$ cat src/rtl/mem_stream_pkg.sv
// Shared types, constants and helpers for the memory stream reader.
package mem_stream_pkg;

  localparam int ADDR_W     = 16;
  localparam int MEM_RD_LAT = 2;

  typedef enum logic [1:0] {
    ST_IDLE  = 2'd0,
    ST_RUN   = 2'd1,
    ST_FLUSH = 2'd2,
    ST_DONE  = 2'd3
  } state_e;

  // Number of set bits in the in-flight tag pipeline.
  function automatic logic [7:0] ones_count(input logic [MEM_RD_LAT-1:0] v);
    logic [7:0] n;
    n = 8'd0;
    for (int i = 0; i < MEM_RD_LAT; i++) begin
      n = n + {7'd0, v[i]};
    end
    return n;
  endfunction

endpackage

$ cat src/rtl/stream_fifo.sv
// Synchronous first-word-fall-through FIFO with occupancy count and clear.
module stream_fifo #(
  parameter int WIDTH = 16,
  parameter int DEPTH = 4
) (
  input  logic                     clk,
  input  logic                     rst_n,
  input  logic                     clear,
  input  logic                     push,
  input  logic [WIDTH-1:0]         push_data,
  input  logic                     pop,
  output logic [WIDTH-1:0]         pop_data,
  output logic [$clog2(DEPTH):0]   count
);

  localparam int          AW   = $clog2(DEPTH);
  localparam logic [AW:0] FULL = (AW+1)'(DEPTH);

  logic [WIDTH-1:0] mem_r [DEPTH];
  logic [AW-1:0]    wr_ptr_r;
  logic [AW-1:0]    rd_ptr_r;
  logic [AW:0]      count_r;
  logic             push_ok_s;
  logic             pop_ok_s;

  // Qualify requests against current occupancy.
  always_comb begin
    pop_ok_s  = pop && (count_r != {(AW+1){1'b0}});
    push_ok_s = push && ((count_r != FULL) || pop_ok_s);
  end

  // Pointers and occupancy.
  always_ff @(posedge clk or negedge rst_n) begin
    if (!rst_n) begin
      wr_ptr_r <= {AW{1'b0}};
      rd_ptr_r <= {AW{1'b0}};
      count_r  <= {(AW+1){1'b0}};
    end else if (clear) begin
      wr_ptr_r <= {AW{1'b0}};
      rd_ptr_r <= {AW{1'b0}};
      count_r  <= {(AW+1){1'b0}};
    end else begin
      if (push_ok_s) wr_ptr_r <= wr_ptr_r + AW'(1);
      if (pop_ok_s)  rd_ptr_r <= rd_ptr_r + AW'(1);
      case ({push_ok_s, pop_ok_s})
        2'b10:   count_r <= count_r + (AW+1)'(1);
        2'b01:   count_r <= count_r - (AW+1)'(1);
        default: count_r <= count_r;
      endcase
    end
  end

  // Storage array.
  always_ff @(posedge clk or negedge rst_n) begin
    if (!rst_n) begin
      for (int i = 0; i < DEPTH; i++) mem_r[i] <= {WIDTH{1'b0}};
    end else if (push_ok_s && !clear) begin
      mem_r[wr_ptr_r] <= push_data;
    end
  end

  assign pop_data = (count_r != {(AW+1){1'b0}}) ? mem_r[rd_ptr_r] : {WIDTH{1'b0}};
  assign count    = count_r;

endmodule

$ cat src/rtl/mem_stream_reader.sv
// Streams LENGTH words from a registered-read memory starting at BASE as a
// valid/ready stream, with optional endless looping and abort/flush.
module mem_stream_reader
  import mem_stream_pkg::*;
#(
  parameter int WIDTH      = 16,
  parameter int FIFO_DEPTH = 4
) (
  input  logic              clk,
  input  logic              rst_n,
  input  logic              start,
  input  logic [15:0]       base_addr,
  input  logic [15:0]       length,
  input  logic              loop,
  input  logic              abort,
  output logic [15:0]       mem_rd_addr,
  input  logic [WIDTH-1:0]  mem_rd_data,
  output logic [WIDTH-1:0]  out_data,
  output logic              out_valid,
  input  logic              out_ready,
  output logic              busy,
  output logic              done
);

  localparam int CW = $clog2(FIFO_DEPTH);

  state_e              state_r;
  state_e              state_nx_s;
  logic [ADDR_W-1:0]   base_r;
  logic [ADDR_W-1:0]   len_r;
  logic                loop_r;
  logic [ADDR_W-1:0]   issue_cnt_r;
  logic [ADDR_W-1:0]   acc_cnt_r;
  logic [MEM_RD_LAT-1:0] tag_r;
  logic [CW:0]         fifo_count_s;
  logic [CW+1:0]       occ_s;
  logic                start_acc_s;
  logic                issue_s;
  logic [ADDR_W-1:0]   issue_addr_s;
  logic [ADDR_W-1:0]   issue_cnt_nx_s;
  logic                push_s;
  logic                pop_s;
  logic                clear_s;
  logic                last_xfer_s;
  logic                busy_nx_s;
  logic                done_nx_s;

  // Credit, transfer and issue decisions.
  always_comb begin
    start_acc_s    = (state_r == ST_IDLE) && start;
    occ_s          = (CW+2)'(fifo_count_s) + (CW+2)'(ones_count(tag_r));
    pop_s          = out_valid && out_ready;
    last_xfer_s    = pop_s && !loop_r && (acc_cnt_r == len_r - 16'd1);
    push_s         = tag_r[MEM_RD_LAT-1] && (state_r == ST_RUN) && !abort;
    clear_s        = (state_r == ST_RUN) && abort;
    issue_s        = 1'b0;
    issue_addr_s   = mem_rd_addr;
    issue_cnt_nx_s = issue_cnt_r;
    if (start_acc_s) begin
      issue_s        = (length != 16'd0);
      issue_addr_s   = base_addr;
      issue_cnt_nx_s = (loop && (length == 16'd1)) ? 16'd0 : 16'd1;
    end else if ((state_r == ST_RUN) && !abort && (occ_s < (CW+2)'(FIFO_DEPTH)) &&
                 (loop_r || (issue_cnt_r < len_r))) begin
      issue_s        = 1'b1;
      issue_addr_s   = base_r + issue_cnt_r;
      issue_cnt_nx_s = (loop_r && (issue_cnt_r == len_r - 16'd1)) ? 16'd0 : issue_cnt_r + 16'd1;
    end else begin
      issue_s        = 1'b0;
    end
  end

  // Next-state logic.
  always_comb begin
    state_nx_s = state_r;
    case (state_r)
      ST_IDLE: begin
        if (start) state_nx_s = (length == 16'd0) ? ST_DONE : ST_RUN;
        else       state_nx_s = ST_IDLE;
      end
      ST_RUN: begin
        if (abort)            state_nx_s = ST_FLUSH;
        else if (last_xfer_s) state_nx_s = ST_DONE;
        else                  state_nx_s = ST_RUN;
      end
      ST_FLUSH: begin
        if (tag_r == {MEM_RD_LAT{1'b0}}) state_nx_s = ST_IDLE;
        else                             state_nx_s = ST_FLUSH;
      end
      ST_DONE: state_nx_s = ST_IDLE;
      default: state_nx_s = ST_IDLE;
    endcase
  end

  // Status outputs decoded from the upcoming state so they register cleanly.
  always_comb begin
    busy_nx_s = (state_nx_s != ST_IDLE);
    done_nx_s = (state_nx_s == ST_DONE);
  end

  // State and registered status.
  always_ff @(posedge clk or negedge rst_n) begin
    if (!rst_n) begin
      state_r <= ST_IDLE;
      busy    <= 1'b0;
      done    <= 1'b0;
    end else begin
      state_r <= state_nx_s;
      busy    <= busy_nx_s;
      done    <= done_nx_s;
    end
  end

  // Transfer parameters captured on an accepted start.
  always_ff @(posedge clk or negedge rst_n) begin
    if (!rst_n) begin
      base_r <= 16'h0000;
      len_r  <= 16'h0000;
      loop_r <= 1'b0;
    end else if (start_acc_s) begin
      base_r <= base_addr;
      len_r  <= length;
      loop_r <= loop;
    end
  end

  // Read issue: address register plus tag shift matching the memory latency.
  always_ff @(posedge clk or negedge rst_n) begin
    if (!rst_n) begin
      mem_rd_addr <= 16'h0000;
      issue_cnt_r <= 16'h0000;
      tag_r       <= {MEM_RD_LAT{1'b0}};
    end else begin
      tag_r <= {tag_r[MEM_RD_LAT-2:0], issue_s};
      if (issue_s) begin
        mem_rd_addr <= issue_addr_s;
        issue_cnt_r <= issue_cnt_nx_s;
      end
    end
  end

  // Completion is judged on accepted output words, not issued reads.
  always_ff @(posedge clk or negedge rst_n) begin
    if (!rst_n) begin
      acc_cnt_r <= 16'h0000;
    end else if (start_acc_s) begin
      acc_cnt_r <= 16'h0000;
    end else if (pop_s && (state_r == ST_RUN)) begin
      acc_cnt_r <= acc_cnt_r + 16'd1;
    end
  end

  stream_fifo #(
    .WIDTH (WIDTH),
    .DEPTH (FIFO_DEPTH)
  ) u_fifo (
    .clk       (clk),
    .rst_n     (rst_n),
    .clear     (clear_s),
    .push      (push_s),
    .push_data (mem_rd_data),
    .pop       (pop_s),
    .pop_data  (out_data),
    .count     (fifo_count_s)
  );

  assign out_valid = (fifo_count_s != {(CW+1){1'b0}});

endmodule

$ cat config.mk
export PLATFORM = sky130hd
export DESIGN_NAME = mem_stream_reader
export DESIGN_NICKNAME = d
export VERILOG_FILES = /design/src/rtl/mem_stream_pkg.sv /design/src/rtl/stream_fifo.sv /design/src/rtl/mem_stream_reader.sv
export SDC_FILE = /design/constraint.sdc
export NUM_CORES = 1
export LEC_CHECK = 0
export BUFFER_PORTS_ARGS = -buffer_cell sky130_fd_sc_hd__buf_2
export CORE_MARGIN = 1
export CORE_UTILIZATION = 50
export DETAILED_ROUTE_END_ITERATION = 12
export PLACE_DENSITY = 0.75
export REMOVE_ABC_BUFFERS = 1
export SLEW_MARGIN = 20
export SYNTH_ARGS = -nofsm -noshare
export SYNTH_HDL_FRONTEND = slang
export SYNTH_SLANG_ARGS = --single-unit
$ cat constraint.sdc
create_clock -name clk -period 2.88 [get_ports clk]
set_input_delay 0.432 -clock clk [delete_from_list [all_inputs] [get_ports clk]]
set_output_delay 0.432 -clock clk [all_outputs]
set_load 0.005 [all_outputs]
==> flow_summary.json <==
{
  "outcome": "complete, but fails checks",
  "violations": "design-rule violations, negative hold slack",
  "worst_pin_slew_ps": 829,
  "pwr_density_cell_nw_per_um2": 997,
  "core-area_um2": 18100,
  "drt_first_pass_iters": 8,
  "cp.arrival_ps": 3090,
  "start_util_pct": 51.4,
  "placed_area_um2": 10200,
  "max_slew_margin_pct": 44.7,
  "cts_buffer_depth": 2,
  "die_h_um": 138,
  "top_layer": "met4",
  "cts.sinks": 158,
  "drive_above_1_share_pct": 28.0,
  "p_leak_uw": 0.00524,
  "grt_pass1_vias": 7394,
  "required_ps": 3240,
  "place_congestion": 0.896,
  "clockRootBuffer": "clkbuf_16",
  "crit_path_start_kind": "register",
  "dp_hpwl_um": 14900,
  "worstSkewPairLatency_ps": 440,
  "ir_drop_mv": 0.557,
  "timing.final.crit_share_pct": 94.6,
  "drv_slew": 0,
  "drt-met1-wl_um": 9080,
  "via_per_inst": 5.67,
  "crit_path_max_fanout": 28,
  "final-hold-violation-count": 5,
  "cts_tree": "built",
  "min_period_ps": 2720,
  "wl_per_cell_um": 16.8,
  "numPortBuffers": 88,
  "critical_path_class": "reg2reg",
  "synth-seq-area-share_pct": 42.5,
  "gr-total-overflow": 0,
  "die_x_um": 138,
  "clk_pin_slew_ps": 70,
  "reg2reg_depth": 10,
  "drt_first_iter_violations": 403,
  "area_growth_pct": 17.8,
  "min_path_type": "in2async",
  "dieArea_um2": 19100,
  "drt_wl_total_um": 21400,
  "synth_area_um2": 9300,
  "grtUsageTotal_pct": 23.7,
  "synth_edf_count": 0,
  "syn_area_per_cell_um2": 10.2,
  "postRouteAntennaNets": 0,
  "synth.distinct_cells": 64,
  "synth_top_area_share_pct": 42.5,
  "num_vias": 7201,
  "synth-seq-cells": 158,
  "synth_top_area_cell": "dfrtp_1",
  "synth-main-ff-cell": "dfrtp_1",
  "finalSetupViolations": 0,
  "n_antenna_cell": 0,
  "synth_area_leaders": "dfrtp_1 43%, mux2_2 8.6%, ha_1 5.2%",
  "num_rows": 49,
  "stdcell_area_um2": 11000,
  "fin_skew_ps": 11.6,
  "setup_ws_ps": 156,
  "met3_length_um": 901,
  "cts_htree_levels": 4,
  "pin_count": 89,
  "wl_met2_um": 10900,
  "route.detailed.drc": 18,
  "drv_cap": 0,
  "antenna_found_initial": 0,
  "async_flop_share_pct": 100,
  "grt_max_degree": 83,
  "end_kind": "register",
  "fin_nets": 1124,
  "max_freq_mhz": 367,
  "timing.hold.ws_ps": -9.78,
  "dp_worst_setup_slack_ps": 74.5,
  "grt_pass1_wl_um": 36100,
  "numCtsBuffers": 17,
  "syn_inst": 916,
  "yosys_warnings": 0
}
==> flip-flops by register name, summed over array words and instances, names as in the netlist <==
name,flops
issue_cnt_r,16
done,1
loop_r,1
u_fifo.wr_ptr_r,2
busy,1
acc_cnt_r,16
u_fifo.mem_r,64
mem_rd_addr,16
tag_r,2
state_r,2
u_fifo.rd_ptr_r,2
len_r,16
base_r,16
u_fifo.count,3
==> synth_stat cells, types with 7 or more instances <==
cell type,number
dfrtp_1,158
nand2_1,106
mux2_2,71
nor2_1,51
o21ai_0,47
xnor2_1,44
inv_1,41
ha_1,39
clkbuf_1,36
a21oi_1,29
nand3_1,25
xor2_1,25
a31oi_1,23
and3_1,21
mux2i_1,21
and2_1,20
nand4_1,18
nor3_1,18
mux4_2,16
a21o_1,9
buf_2,8
nor4_1,8
nor2b_1,7
==> kinds of logic (layout without fill, tap and decap cells) <==
family	Yosys count	after routing	synth area share [%]
multiplexers	108	108	14.7
buffers and inverters	91	217	4.10
AND/OR/NAND/NOR	305	305	16.8
XOR/XNOR	70	70	6.67
adder cells (fa/ha/maj)	41	41	5.68
flip-flops	158	158	42.5
AO/OA/AOI/OAI	143	143	9.50
==> final cells by class <==
type,instances,area [µm²]
well taps,229,287
multi-input cells,667,5010
repair buffers,144,935
inverters,41,154
fillers,1496,7130
clock buffers,17,425
clock inverters,15,188
flip-flops and latches,158,3960
==> worst max-delay path: stages (launching register included) <==
cell and delay (ps):
dfrtp_2 450, ha_1 280, a21o_1 190, a2111oi_2 390, buf_4 200, nand2_1 50, o21ai_0 180, nor2_2 110
buf_12 180, or4b_1 490, mux2i_1 130
==> repair_timing <==
| item | 4_1_cts | 5_1_grt |
|---|---|---|
| hold buffers | 0 | 0 |
| endpoints found under the hold margin | 0 | 0 |
| resized for setup | 0 | 14 |
| setup endpoints to repair | 0 | 22 |
| buffers inserted | 0 | 5 |
==> path summary, 6_finish.rpt <==
kind / from / end / slack [ps]
setup / recovery: u_fifo.count[0] / issue_cnt_r[13] / 160
hold / removal: rst_n / u_fifo.count[1] / -10
setup reg to reg: u_fifo.count[0] / issue_cnt_r[13] / 160
hold reg to reg: tag_r[0] / tag_r[1] / 420
max in group asynchronous: rst_n / len_r[10] / 2040
min in group clk: base_addr[5] / base_r[5] / 190
==> metal layers <==
layer  up-vias  GRT usage (%)
li1       3474              -
met1      3531           29.1
met2       158           41.4
met3        38           3.95
met4         0           9.46
met5         -              0
==> stage by stage <==
stage	setup TNS, ps	std cells	power [µW]	utilization (%)
after floorplan	-48010	866	6840	-
after global placement	0	1233	8290	56.5
after detailed placement	0	1233	8460	56.5
after CTS	0	1265	10800	59.9
after global routing	-8.54	1271	11700	60.6
final	0	1271	10900	60.6
==> layout by cell type (no fill, tap or decap), types with 28 or more instances in the layout <==
| master | instances |
|---|---|
| mux2_2 | 71 |
| inv_1 | 40 |
| nand2_1 | 106 |
| buf_2 | 87 |
| o21ai_0 | 47 |
| xnor2_1 | 44 |
| ha_1 | 39 |
| a21oi_1 | 28 |
| nor2_1 | 50 |
| dfrtp_1 | 155 |
| buf_4 | 51 |
==> power breakdown <==
part           total, µW  internal [µW]  switching (µW)  leakage, µW
Combinational       5020           2420            2600      0.00289
Clock               2300           1180            1110     0.000295
Sequential          3600           3010             590      0.00205
Total              10900           6610            4300      0.00524
Power figures use the tool's default switching activity.
